<file path="config.mk">
export PLATFORM = sky130hd
export DESIGN_NAME = lut_arbiter
export DESIGN_NICKNAME = d
export VERILOG_FILES = /design/src/rtl/lut_pkg.sv /design/src/rtl/lookup.sv /design/src/rtl/rr_grant.sv /design/src/rtl/lut_arbiter.sv
export SDC_FILE = /design/constraint.sdc
export NUM_CORES = 1
export LEC_CHECK = 0
export BUFFER_PORTS_ARGS = -buffer_cell sky130_fd_sc_hd__buf_2
export CELL_PAD_IN_SITES_DETAIL_PLACEMENT = 1
export CELL_PAD_IN_SITES_GLOBAL_PLACEMENT = 1
export CORE_MARGIN = 1.5
export CORE_UTILIZATION = 30
export CTS_CLUSTER_SIZE = 16
export DETAILED_ROUTE_END_ITERATION = 16
export PLACE_DENSITY_LB_ADDON = 0.12
export SLEW_MARGIN = 20
export SYNTH_ARGS = -nofsm -noshare
export SYNTH_HDL_FRONTEND = slang
export SYNTH_SLANG_ARGS = --single-unit
</file>
<file path="constraint.sdc">
create_clock -name clk -period 1.2 [get_ports clk]
set_input_delay 0.24 -clock clk [delete_from_list [all_inputs] [get_ports clk]]
set_output_delay 0.24 -clock clk [all_outputs]
set_load 0.02 [all_outputs]
</file>
<file path="src/rtl/lut_pkg.sv">
// rtl/lut_pkg.sv - shared types and widths for the lookup-table arbiter
package lut_pkg;

  localparam int KEY_W = 4;
  localparam int VAL_W = 8;

  typedef enum logic [1:0] {
    IDLE,
    LOOKUP,
    RESP
  } lut_state_t;

  typedef logic [KEY_W-1:0] lut_key_t;
  typedef logic [VAL_W-1:0] lut_val_t;

endpackage

</file>
<file path="src/rtl/lookup.sv">
// rtl/lookup.sv - constant 16-entry key-to-value table
module lookup
  import lut_pkg::*;
(
  input  lut_key_t key_i,
  output lut_val_t value_o
);

  // Fully decoded table: low keys map to odd constants, every other key to all-ones
  always_comb begin
    value_o = 8'hFF;
    case (key_i)
      4'h0:    value_o = 8'h01;
      4'h1:    value_o = 8'h03;
      4'h2:    value_o = 8'h05;
      4'h3:    value_o = 8'h07;
      default: value_o = 8'hFF;
    endcase
  end

endmodule

</file>
<file path="src/rtl/rr_grant.sv">
// rtl/rr_grant.sv - combinational round-robin one-hot grant
module rr_grant #(
  parameter int N     = 2,
  parameter int PTR_W = $clog2(N)
) (
  input  logic [N-1:0]     req_i,
  input  logic [PTR_W-1:0] ptr_i,
  output logic [N-1:0]     grant_o
);

  logic [PTR_W-1:0] idx;
  logic             found;

  // Scan upward from the pointer, wrapping, and grant the first active request
  always_comb begin
    grant_o = '0;
    found   = 1'b0;
    idx     = '0;
    for (int i = 0; i < N; i++) begin
      idx = PTR_W'((int'(ptr_i) + i) % N);
      if (!found && req_i[idx]) begin
        grant_o[idx] = 1'b1;
        found        = 1'b1;
      end
    end
  end

endmodule

</file>
<file path="src/rtl/lut_arbiter.sv">
// rtl/lut_arbiter.sv - round-robin arbiter sharing one lookup table among requesters
module lut_arbiter #(
  parameter int NUM_REQ = 2,
  parameter int KEY_W   = 4,
  parameter int VAL_W   = 8,
  parameter int ID_W    = $clog2(NUM_REQ)
) (
  input  logic                     clk,
  input  logic                     rst_n,
  input  logic [NUM_REQ-1:0]       req_valid,
  input  logic [NUM_REQ*KEY_W-1:0] req_key,
  output logic [NUM_REQ-1:0]       req_ready,
  output logic                     rsp_valid,
  output logic [VAL_W-1:0]         rsp_value,
  output logic [ID_W-1:0]          rsp_id,
  input  logic                     rsp_ready,
  output logic                     busy
);

  import lut_pkg::*;

  lut_state_t       state_q, state_d;
  logic [ID_W-1:0]  rr_ptr_q, rr_ptr_d;
  logic [KEY_W-1:0] key_q, key_d;
  logic [ID_W-1:0]  id_q, id_d;
  logic             rsp_valid_q, rsp_valid_d;
  logic [VAL_W-1:0] rsp_value_q, rsp_value_d;
  logic [ID_W-1:0]  rsp_id_q, rsp_id_d;

  logic [NUM_REQ-1:0] grant;
  logic [ID_W-1:0]    win_id;
  logic [KEY_W-1:0]   win_key;
  logic [ID_W-1:0]    next_ptr;
  lut_val_t           table_val;

  rr_grant #(
    .N     (NUM_REQ),
    .PTR_W (ID_W)
  ) u_rr_grant (
    .req_i   (req_valid),
    .ptr_i   (rr_ptr_q),
    .grant_o (grant)
  );

  lookup u_lookup (
    .key_i   (key_q),
    .value_o (table_val)
  );

  // Encode the one-hot grant into the winner's ID and select its key
  always_comb begin
    win_id  = '0;
    win_key = '0;
    for (int i = 0; i < NUM_REQ; i++) begin
      if (grant[i]) begin
        win_id  = ID_W'(i);
        win_key = req_key[i*KEY_W +: KEY_W];
      end
    end
  end

  assign next_ptr = (win_id == ID_W'(NUM_REQ - 1)) ? '0 : win_id + ID_W'(1);

  // Next-state and handshake logic; the pointer moves only when a grant is taken
  always_comb begin
    state_d     = state_q;
    rr_ptr_d    = rr_ptr_q;
    key_d       = key_q;
    id_d        = id_q;
    rsp_valid_d = rsp_valid_q;
    rsp_value_d = rsp_value_q;
    rsp_id_d    = rsp_id_q;
    req_ready   = '0;
    unique case (state_q)
      IDLE: begin
        req_ready = grant;
        if (|grant) begin
          key_d    = win_key;
          id_d     = win_id;
          rr_ptr_d = next_ptr;
          state_d  = LOOKUP;
        end
      end
      LOOKUP: begin
        rsp_value_d = table_val;
        rsp_id_d    = id_q;
        rsp_valid_d = 1'b1;
        state_d     = RESP;
      end
      RESP: begin
        if (rsp_ready) begin
          rsp_valid_d = 1'b0;
          state_d     = IDLE;
        end
      end
      default: state_d = IDLE;
    endcase
  end

  // State and response registers; reset drops any in-flight transaction
  always_ff @(posedge clk or negedge rst_n) begin
    if (!rst_n) begin
      state_q     <= IDLE;
      rr_ptr_q    <= '0;
      key_q       <= '0;
      id_q        <= '0;
      rsp_valid_q <= 1'b0;
      rsp_value_q <= '0;
      rsp_id_q    <= '0;
    end else begin
      state_q     <= state_d;
      rr_ptr_q    <= rr_ptr_d;
      key_q       <= key_d;
      id_q        <= id_d;
      rsp_valid_q <= rsp_valid_d;
      rsp_value_q <= rsp_value_d;
      rsp_id_q    <= rsp_id_d;
    end
  end

  assign rsp_valid = rsp_valid_q;
  assign rsp_value = rsp_value_q;
  assign rsp_id    = rsp_id_q;
  assign busy      = (state_q != IDLE);

endmodule

</file>
==> summary.md <==
| Metric | Value |
|---|---|
| Class of the most critical setup path | `reg -> out` |
| FFs w/ async S/R, synth | `100%` |
| RR Startpoint | `state_q[0]` |
| Clk network pwr share | `roughly 13%` |
| Kind of capture point of the worst setup path | `output pin` |
| Starting density of the core | `a little under a third` |
| Critical Path Fanout Max | `3` |
| Worst min path class | `in -> reg` |
| Min Hold Slack | `~0.14 ns` |
| Die area | `2320 um^2` |
| Iteration count of the initial detailed-routing pass | `2` |
| Status | `complete, but fails checks` |
| Setup-violating endpoint count in the final report | `11` |
| Final global-route overflow total | `0` |
| Number of endpoints with negative hold slack in the final report | `0` |
| Sequential cell fraction of total power | `roughly 31%` |
| Worst-skew pair later-pin latency | `approximately 0.28 ns` |
| Pwr Density | `between 2000 and 3000 nW/um^2` |
| Clock sink count | `14` |
| Worst R2R Path Depth | `5` |
| Area of the mapped netlist | `between 600 and 700 um^2` |
| Number of global-route vias before repair | `between 500 and 600` |
| Syn_area_per_cell | `around 11 um^2` |
| Number of register bits inferred by synthesis | `14` |
| Period utilization | `119%` |
| Number of instances in the synthesized netlist | `54` |
| Signed area change from the synthesized netlist to the final layout | `56.3%` |
| Total I/O pin count | `26` |
| RePlAce Congestion | `roughly 0.69` |
| Via count | `between 500 and 600` |
| Global-route wire length before repair | `approximately 2400 um` |
| CTS Buf Count | `3` |
| Commonest cells after routing, fill and taps aside | `sky130_fd_sc_hd__buf_2 (22), sky130_fd_sc_hd__dfrtp_1 (14), sky130_fd_sc_hd__buf_4 (9), sky130_fd_sc_hd__buf_6 (8), sky130_fd_sc_hd__o21a_1 (6)` |
| CTS root buffer | `sky130_fd_sc_hd__clkbuf_4` |
| Peak ir drop on the vdd network | `about 1100 uV` |
| Minimum setup slack in the final design | `-0.228 ns` |
| Switching part of the total | `approximately two fifths` |
| DRC violation total after the first TritonRoute iteration | `7` |
| Slowest cell delay on critical path | `roughly 0.43 ns` |
| Biggest area contributors in the synthesized netlist | `sky130_fd_sc_hd__dfrtp_1 (57%), sky130_fd_sc_hd__o21a_1 (7.3%), sky130_fd_sc_hd__a221o_1 (6.5%)` |
| Die width | `48.2 um` |
| Main synth FF type | `sky130_fd_sc_hd__dfrtp_1` |
| Area share of the largest cell type after synthesis | `roughly 57%` |
| Buffer levels on the longest clock path | `2` |
| Clock-pin slew of the registers on the worst-case setup and hold paths | `0.09 ns` |
| Maximum clock skew at final layout | `0.00672 ns` |
| Critical-path cell list | `nor2_4 -> nand3_2 -> inv_2 -> buf_6` |
| Worst-Margin Slew | `0.358 ns` |
| Antenna violations before repair | `0` |
| Avg WL per Cell | `approximately 13 um` |
| FF-to-FF setup slack | `-0.12 ns` |
| Count of yosys warnings during synthesis | `0` |
| Arrival time reported for the critical path endpoint | `1.19 ns` |
| Count of standard-cell rows | `16` |
| Violations in the final reports | `setup timing` |
| Distinct cell type count after synthesis | `18` |
| Core area | `a little under 2000 um^2` |
| Setup repair after global routing missed its margin | `true` |
| Chip Height | `a little under 50 um` |
| Worst slew margin relative to its limit | `approximately 76%` |
| Number of buffer cells added on primary ports | `25` |
| Fraction of final layout cells sized beyond drive strength 1 | `a little under three fifths` |
| Worst Min Path Start | `rsp_ready` |
| Design internal power | `about 1.7 mW` |
| Post-Route Setup TNS | `-1.27 ns` |
| Crit-path slowest cell | `sky130_fd_sc_hd__dfrtp_1` |
| Highest clock rate | `around 0.70 GHz` |
| Critical Path RT | `0.96 ns` |
| Post-Route WL | `around 1600 um` |
| Worst Hold End | `state_q[1]` |
| Most frequent standard cell in the layout excluding fill and tap cells | `sky130_fd_sc_hd__buf_2` |
| Number of nets in the layout | `approximately 110` |
| Worst Hold Depth | `2` |
| Switching power total | `a little over 1 mW` |
| Synthesized net count | `between 60 and 70` |
| TritonCTS clock tree | `built` |
| Post-route DRC violation count | `0` |
| Number of antenna-violating nets in the routed design | `0` |
| Number of enable-type register cells in the synthesized netlist | `0` |
| Part of the Yosys area used for sequential elements | `between 50% and 60%` |
| Min Clock Period, post-route | `between 1 and 1.5 ns` |
| Gr usage total | `between 10% and 20%` |
| Leakage component of the power | `0.476 nW` |
| Diode insertion count for antenna repair | `0` |
| Endpoint of the most critical register-to-register path | `rsp_value[1]` |
| Cell type with the highest aggregate area in the netlist | `sky130_fd_sc_hd__dfrtp_1` |
| Startpoint type of the worst setup path | `register` |
| Vias per std cell | `4.58` |
| Maximum number of pins on one net before global-route repair | `15` |
| H-Tree Depth | `1` |
| Relative contribution of combinational cells to total power | `between 50% and 60%` |
| Detailed-placement wirelength estimate | `1190 um` |
| Max-slew violation count | `0` |
| Maximum Capacitance Violations | `0` |
power groups by stage:
stage	logic, mW	clock network, mW	registers, mW
finish	1.53	0.340	0.843
global placement	1.16	0	0.819
global route	1.66	0.377	0.869
floorplan	0.696	0	0.910
detailed placement	1.20	0	0.836
CTS	1.46	0.351	0.835
per-layer routing:
layer / share of wire, % / wire length [um] / GRT usage (%)
met2: 54 / 876 / 26.6
met3: 4.8 / 79 / 3.33
met1: 41 / 675 / 18.7
met5: 0 / 0 / 0
met4: 0 / 0 / 8.11
final cells by class:
cell class / instances / area [um^2]
fill: 236 / 983
sequential: 14 / 350
timing repair buffer: 40 / 278
multi-input combinational: 32 / 245
clock buffer: 4 / 36.3
tap: 27 / 33.8
inverter: 4 / 15.0
registers in the layout, indices dropped and copies added (netlist names):
name / flops
rsp_value: 4
state_q: 2
rsp_id: 1
id_q: 1
rsp_valid: 1
key_q: 4
rr_ptr_q: 1
worst max path at each step:
stage	slack [ns]	depth (start not counted)	start	to
2_1_floorplan	-0.003	3	state_q[1]	rsp_value[1]
3_3_place_gp	-0.05	4	state_q[1]	req_ready[0]
3_5_place_dp	-0.11	4	state_q[1]	req_ready[0]
4_1_cts	-0.21	4	state_q[0]	req_ready[0]
5_1_grt	-0.31	4	state_q[1]	req_ready[1]
6_report	-0.23	4	state_q[1]	req_ready[1]
metrics by stage:
step	cell area (um^2)	setup WS [ns]	power, mW	cells	util (%)
after CTS	936	-0.207	2.65	120	48.2
after global routing	958	-0.305	2.91	121	49.4
after floorplan	613	-0.00334	1.61	54	-
after global placement	795	-0.0451	1.98	109	40.9
after detailed placement	795	-0.111	2.04	109	40.9
final	958	-0.228	2.71	121	49.4
synth_stat cells, types with 2 or more instances:
library cell	instances
sky130_fd_sc_hd__buf_4	4
sky130_fd_sc_hd__nand2_1	4
sky130_fd_sc_hd__nand3_1	2
sky130_fd_sc_hd__or2b_1	2
sky130_fd_sc_hd__inv_1	4
sky130_fd_sc_hd__a221o_1	4
sky130_fd_sc_hd__dfrtp_1	14
sky130_fd_sc_hd__nor2_1	3
sky130_fd_sc_hd__o22a_1	2
sky130_fd_sc_hd__o21a_1	6
sky130_fd_sc_hd__o21ai_0	2
logic make-up after synthesis:
family          count (synthesis)  synth area share, %
simple gates                   16                 15.1
compound gates                 16                 20.4
flops                          14                 57.1
buf+inv                         8                 7.35
worst max-delay path, delay by kind of cell (launching register included):
family / cells / cell delay, ns
buffers and inverters: 2 / 0.19
DFF: 1 / 0.43
and+or+nand+nor: 2 / 0.29
timing repair:
action,in CTS,in global routing
hold buffers,1,0
endpoints found under the hold margin,14,0
gates resized for setup,16,4
pin swaps,7,4
setup endpoints to repair,9,16
setup buffers,6,2
Note: power is estimated with default switching activity, not from simulation.
